## src/rtl/load_align_unit.sv

```systemverilog
// load_align_unit: RV64/RV32 load data path between the LSU and data memory.
// Fetches the aligned word(s) covering a load, shifts the addressed bytes
// down, and sign/zero-extends them per funct3. Loads that straddle a word
// boundary are split into two memory beats.
// Optional feature macro: LOAD_MISALIGN_TRAP_EN. When defined, loads whose
// offset is not a multiple of their size are rejected with rsp_err_o and
// never reach memory, so the second-beat path is not built.
module load_align_unit #(
  parameter int XLEN   = 64,
  parameter int ADDR_W = 64
) (
  input  logic              clk_i,
  input  logic              reset_i,
  input  logic              req_valid_i,
  output logic              req_ready_o,
  input  logic [ADDR_W-1:0] req_addr_i,
  input  logic [2:0]        req_funct3_i,
  output logic              mem_req_o,
  output logic [ADDR_W-1:0] mem_addr_o,
  input  logic              mem_rvalid_i,
  input  logic [XLEN-1:0]   mem_rdata_i,
  output logic              rsp_valid_o,
  input  logic              rsp_ready_i,
  output logic [XLEN-1:0]   rsp_data_o,
  output logic              rsp_err_o
);

  localparam int BYTES = XLEN / 8;
  localparam int OFS_W = $clog2(BYTES);

  typedef enum logic [1:0] {IDLE, RD0, RD1, RESP} state_e;

  state_e              state_q, state_d;
  logic [OFS_W-1:0]    ofs_q;
  logic [2:0]          f3_q;
  logic [ADDR_W-1:0]   mem_addr_q;
  logic [XLEN-1:0]     data_q;
  logic                err_q;
`ifndef LOAD_MISALIGN_TRAP_EN
  logic                cross_q;
  logic [XLEN-1:0]     beat0_q;
`endif

  // Request decode (valid only while IDLE)
  logic [OFS_W-1:0]    req_ofs;
  logic [3:0]          req_size;
  logic                req_illegal;
  logic                req_reject;
`ifdef LOAD_MISALIGN_TRAP_EN
  logic                req_mis;
`else
  logic [4:0]          req_end;
  logic                req_cross;
`endif

  // Classify the incoming request: size, offset, boundary crossing, legality
  always_comb begin
    req_ofs     = req_addr_i[OFS_W-1:0];
    req_size    = 4'd1 << req_funct3_i[1:0];
    req_illegal = (req_funct3_i == 3'd7) ||
                  ((XLEN == 32) && ((req_funct3_i == 3'd3) || (req_funct3_i == 3'd6)));
`ifdef LOAD_MISALIGN_TRAP_EN
    req_mis     = (4'(req_ofs) & (req_size - 4'd1)) != 4'd0;
    req_reject  = req_illegal || req_mis;
`else
    req_end     = 5'(req_ofs) + 5'(req_size);
    req_cross   = req_end > 5'(BYTES);
    req_reject  = req_illegal;
`endif
  end

  // Extraction: shift the beat pair down by the byte offset, then extend
  logic [XLEN-1:0]     raw;
  logic [XLEN-1:0]     ext;
  logic                sgn;
`ifndef LOAD_MISALIGN_TRAP_EN
  logic [2*XLEN-1:0]   pair;
`endif

  // Build the extended result from the beat(s) arriving this cycle
  always_comb begin
`ifdef LOAD_MISALIGN_TRAP_EN
    raw  = mem_rdata_i >> {ofs_q, 3'b000};
`else
    // second beat only exists in RD1; a single-beat load sees zeros above
    pair = (state_q == RD1) ? {mem_rdata_i, beat0_q} : {{XLEN{1'b0}}, mem_rdata_i};
    raw  = XLEN'(pair >> {ofs_q, 3'b000});
`endif
    case (f3_q[1:0])
      2'd0:    sgn = raw[7];
      2'd1:    sgn = raw[15];
      2'd2:    sgn = raw[31];
      default: sgn = raw[XLEN-1];
    endcase
    ext = '0;
    for (int b = 0; b < BYTES; b++)
      ext[8*b +: 8] = (b < (1 << f3_q[1:0])) ? raw[8*b +: 8] : {8{sgn & ~f3_q[2]}};
  end

  // State register
  always_ff @(posedge clk_i or posedge reset_i) begin
    if (reset_i) state_q <= IDLE;
    else         state_q <= state_d;
  end

  // Next-state logic
  always_comb begin
    state_d = state_q;
    case (state_q)
      IDLE: if (req_valid_i) state_d = req_reject ? RESP : RD0;
      RD0: if (mem_rvalid_i) begin
`ifdef LOAD_MISALIGN_TRAP_EN
        state_d = RESP;
`else
        state_d = cross_q ? RD1 : RESP;
`endif
      end
`ifndef LOAD_MISALIGN_TRAP_EN
      RD1:  if (mem_rvalid_i) state_d = RESP;
`endif
      RESP: if (rsp_ready_i) state_d = IDLE;
      default: state_d = IDLE;
    endcase
  end

  // Outputs decoded from state; data outputs come straight from registers
  always_comb begin
    req_ready_o = (state_q == IDLE);
    mem_req_o   = (state_q == RD0) || (state_q == RD1);
    rsp_valid_o = (state_q == RESP);
    mem_addr_o  = mem_addr_q;
    rsp_data_o  = data_q;
    rsp_err_o   = err_q;
  end

  // Datapath registers: latch request, track beat address, capture result
  always_ff @(posedge clk_i or posedge reset_i) begin
    if (reset_i) begin
      ofs_q      <= '0;
      f3_q       <= '0;
      mem_addr_q <= '0;
      data_q     <= '0;
      err_q      <= 1'b0;
`ifndef LOAD_MISALIGN_TRAP_EN
      cross_q    <= 1'b0;
      beat0_q    <= '0;
`endif
    end else begin
      case (state_q)
        IDLE: if (req_valid_i) begin
          ofs_q <= req_ofs;
          f3_q  <= req_funct3_i;
`ifndef LOAD_MISALIGN_TRAP_EN
          cross_q <= req_cross;
`endif
          if (req_reject) begin
            data_q <= '0;
            err_q  <= 1'b1;
          end else begin
            mem_addr_q <= {req_addr_i[ADDR_W-1:OFS_W], {OFS_W{1'b0}}};
          end
        end
        RD0: if (mem_rvalid_i) begin
`ifdef LOAD_MISALIGN_TRAP_EN
          data_q <= ext;
          err_q  <= 1'b0;
`else
          beat0_q <= mem_rdata_i;
          if (cross_q) begin
            // next word; wraps modulo 2^ADDR_W
            mem_addr_q <= mem_addr_q + ADDR_W'(BYTES);
          end else begin
            data_q <= ext;
            err_q  <= 1'b0;
          end
`endif
        end
`ifndef LOAD_MISALIGN_TRAP_EN
        RD1: if (mem_rvalid_i) begin
          data_q <= ext;
          err_q  <= 1'b0;
        end
`endif
        default: ;
      endcase
    end
  end

endmodule

```

## config.mk

```make
export PLATFORM = sky130hd
export DESIGN_NAME = load_align_unit
export DESIGN_NICKNAME = d
export VERILOG_FILES = /design/src/rtl/load_align_unit.sv
export SDC_FILE = /design/constraint.sdc
export NUM_CORES = 1
export LEC_CHECK = 0
export ABC_CLOCK_PERIOD_IN_PS = 12150
export CAP_MARGIN = 20
export CORE_AREA = 5 5 163 165
export CTS_CLUSTER_DIAMETER = 80
export DETAILED_ROUTE_END_ITERATION = 10
export DIE_AREA = 0 0 168 170
export PLACE_DENSITY = 0.89
export REMOVE_ABC_BUFFERS = 1
export SLEW_MARGIN = 20
export SYNTH_ARGS = -nofsm -noshare
export SYNTH_HDL_FRONTEND = slang
export SYNTH_SLANG_ARGS = --single-unit
```

## constraint.sdc

```tcl
create_clock -name clk_i -period 12.15 [get_ports clk_i]
set_clock_uncertainty 0.2 [all_clocks]
set_input_delay 2.43 -clock clk_i [delete_from_list [all_inputs] [get_ports clk_i]]
set_output_delay 2.43 -clock clk_i [all_outputs]
set_load 0.03 [all_outputs]
```

==> impl_metrics.csv <==
group,metric,value,unit
global_routing,antenna_found_initial,5,
timing,rsz0062_at_grt,"no",
floorplanning,core-area,24900,sq um
finish,fin_cells,1966,
pwr,cellLeakagePower,6.58,nW
placement,post-place-ws,6.45,ns
clock_network,cts.sinks,199,
placement,routabilityCongestion,0.926,
timing,max_freq,187,MHz
yosys,synth_edf_count,0,
yosys,synth_compound_area_share,21.1,%
finish,mostFrequentLayoutCell,"clkdlybuf4s50_1",
yosys,async_flop_share,100,%
pwr,p_per_area,299,nW/um^2
yosys,synth_simple_gate_area_share,14.8,%
timing,min_period,5.36,ns
route,wl_per_cell,22.8,microns
global_routing,grt_pass1_wl,70600,microns
clock_network,cts_hold_buf,0,
yosys,ys_types,69,
setup_path,critPathArrivalTime,5.53,ns
yosys,synth_top_family_by_area,"multiplexers",
timing,setup_viol,0,
yosys,synth_fa_ha_area_share,0.989,%
timing,period_share,44.1,%
setup_path,cp_num_buf_inv,1,
yosys,yosysSeqAreaShare,37.1,%
clock_network,clockBufferDepth,2,
setup_path,cpPeakStageDelay,1.06,ns
setup_path,crit_chain,"clkdlybuf4s50_1 -> nor2b_1 -> o221ai_1 -> nor2_1 -> nand3_1 -> nor2_1 -> a221o_2",
floorplanning,initial_core_util,53.9,%
global_routing,grt_overflow,0,
clock_network,cts_root_buf,"clkbuf_16",
route,wirelength,44800,microns
status,outcome,"finished, final reports clean",
floorplanning,dieWidth,168,microns
route,viasPerCell,6.63,
placement,hpwl,30800,microns
clock_network,cts_setup_buffers,0,
yosys,syn-cell-area,13400,sq um
setup_path,cpMostUsedCell,"nor2_1",
global_routing,grt_pass1_vias,12653,
global_routing,grt_max_degree,128,
global_routing,grt_use_total,30.6,%
setup_path,crit_path_top_delay_cell,"nor2_1",
yosys,synthFlopType,"dfrtp_1",
floorplanning,num_io_pins,268,
finish,multi_input_area,7860,sq um
yosys,synth_cells,1440,
yosys,synthTopCellsByArea,"dfrtp_1, mux2_2, mux2i_1",
setup_path,crit_required,12.32,ns
yosys,synth_top_area_share,37.1,%
clock_network,cts.clk_slew.worst_paths,0.07,ns
timing,fin_ws,6.79,ns
hold_path,hold_path.class,"flop to flop",
timing,hold_violations,0,
timing,worst_slew_pin_slew,1.14,ns
finish,fillers,1973,
yosys,synth-seq-cells,199,
clock_network,cts_tree,"yes",
yosys,synth_warnings,0,
setup_path,crit_path_end_kind,"flop",
yosys,synthMuxAreaShare,21.4,%
placement,io_buffers,264,
setup_path,cp-start-kind,"input pin",
clock_network,numCtsBuffers,17,
clock_network,htree_levels,4,
timing,relSlewSlack,24.0,%
floorplanning,rows,58,
route,dr.first_iter.drc_count,1770,
floorplanning,dieArea,28600,sq um
route,drc,0,
placement,placed_cells,1933,
finish,mostFrequentLayoutCells,"clkdlybuf4s50_1, dfrtp_1, nand2_1, a21oi_1, mux2_2",
timing,hold_slack,0.285,ns
route,first_pass_iters,6,
finish,drive_gt1_share,13.8,%
yosys,synth_top_cell_by_area,"dfrtp_1",
route,vias,13028,
flow_run,drv_cap,0,
floorplanning,die_h,170,microns
setup_path,worst-setup-path-type,"input pin to flop",
setup_path,path_max_fanout,15,
clock_network,clk_latency,0.44,ns
yosys,synthXorXnorAreaFrac,0,%
yosys,avgSynthCellArea,9.32,sq um
finish,layout.nets,1768,
clock_network,cts_repair_resize_count,0,
pwr,irDropWorstVdd,0.174,mV
timing,final.setup.tns,0,ns
route,ant_nets,0,
setup_path,cp_top_family,"simple AND/OR/NAND/NOR gates",
finish,seqCellArea,4990,sq um
finish,area.growth.synth_to_final,24.5,%
timing,slew_viol_final,0,
-- kinds of logic (layout without fill, tap and decap cells) --
family	count (synthesis)	after routing
flip-flops	199	199
AO/OA/AOI/OAI	429	429
other	1	4
buffers and inverters	145	338
multiplexers	241	241
adder cells (fa/ha/maj)	10	10
AND/OR/NAND/NOR	415	415
-- final cells by class --
class,count,area share (%)
antenna,1,0.0150
clock buffer,19,2.71
clock inverter,13,0.659
inverter,23,0.562
multi-input combinational,1098,47.1
sequential,199,29.8
tap,330,2.47
timing repair buffer,283,16.7
-- path summary, 6_finish.rpt --
path | start | slack [ns] | cells after the start | endpoint
max | mem_rvalid_i | 6.79 | 7 | rsp_data_o[32]
min | rsp_data_o[6] | 0.28 | 2 | rsp_data_o[6]
max reg2reg | state_q[0] | 7.15 | 9 | rsp_data_o[25]
min reg2reg | rsp_data_o[6] | 0.28 | 2 | rsp_data_o[6]
max in group asynchronous | reset_i | 7.76 | 3 | ofs_q[0]
min in group asynchronous | reset_i | 2.35 | 2 | beat0_q[24]
-- where the power goes --
| part | internal, W | total (W) | leakage [nW] | switching, W |
|---|---|---|---|---|
| logic | 0.00130 | 0.00316 | 3.90 | 0.00185 |
| registers | 0.000970 | 0.00127 | 2.41 | 0.000298 |
| clock network | 0.000280 | 0.000563 | 0.273 | 0.000282 |
-- flip-flops by register name (all words and copies together) (netlist names) --
register and flops:
beat0_q 64, cross_q 1, f3_q 3, mem_addr_o 61, ofs_q 3, rsp_data_o 64
rsp_err_o 1, state_q 2
-- tightest hold or removal path: stages, from the launching register on --
cell and delay [ns]:
dfrtp_1 0.35, nand2_1 0.04, o21ai_0 0.06
-- per-layer routing --
layer | up-vias | wire, microns | share of wire [%] | GRT usage [%]
met3 | 115 | 4720 | 11 | 6.46
met5 | - | 48 | 0.11 | 0
met1 | 6287 | 17700 | 40 | 40.6
li1 | 5785 | - | - | -
met4 | 8 | 1470 | 3.3 | 11.5
met2 | 833 | 20900 | 47 | 49.7
-- synth_stat cells, drive strengths merged (3+ instances only) --
master     n
a211o      4
a211oi    22
a21bo      5
a21o       3
a21oi    116
a221o     31
a22o      20
a2bb2oi   18
a311oi     4
a31oi     10
and2      16
and3      18
and4       8
buf       49
clkbuf    73
dfrtp    199
ha         9
inv       22
mux2     114
mux2i    102
mux4      25
nand2    153
nand2b     6
nand3     66
nand4     21
nor2      74
nor2b      5
nor3      21
nor3b      3
nor4      11
o211ai     4
o21a      11
o21ai    106
o221ai    10
o22ai     31
o2bb2ai    6
o311a      3
o31ai      7
or2        3
or3        4
or4        4
-- through the flow --
stage	total power (W)	util, %	area, sq um
6_report	0.00499	67.1	16700
5_1_grt	0.00528	67.1	16700
4_1_cts	0.00495	67.1	16700
3_5_place_dp	0.00437	64.8	16100
3_3_place_gp	0.00428	64.8	16100
2_1_floorplan	0.00338	-	12900
Note: power is estimated with default switching activity, not from simulation.
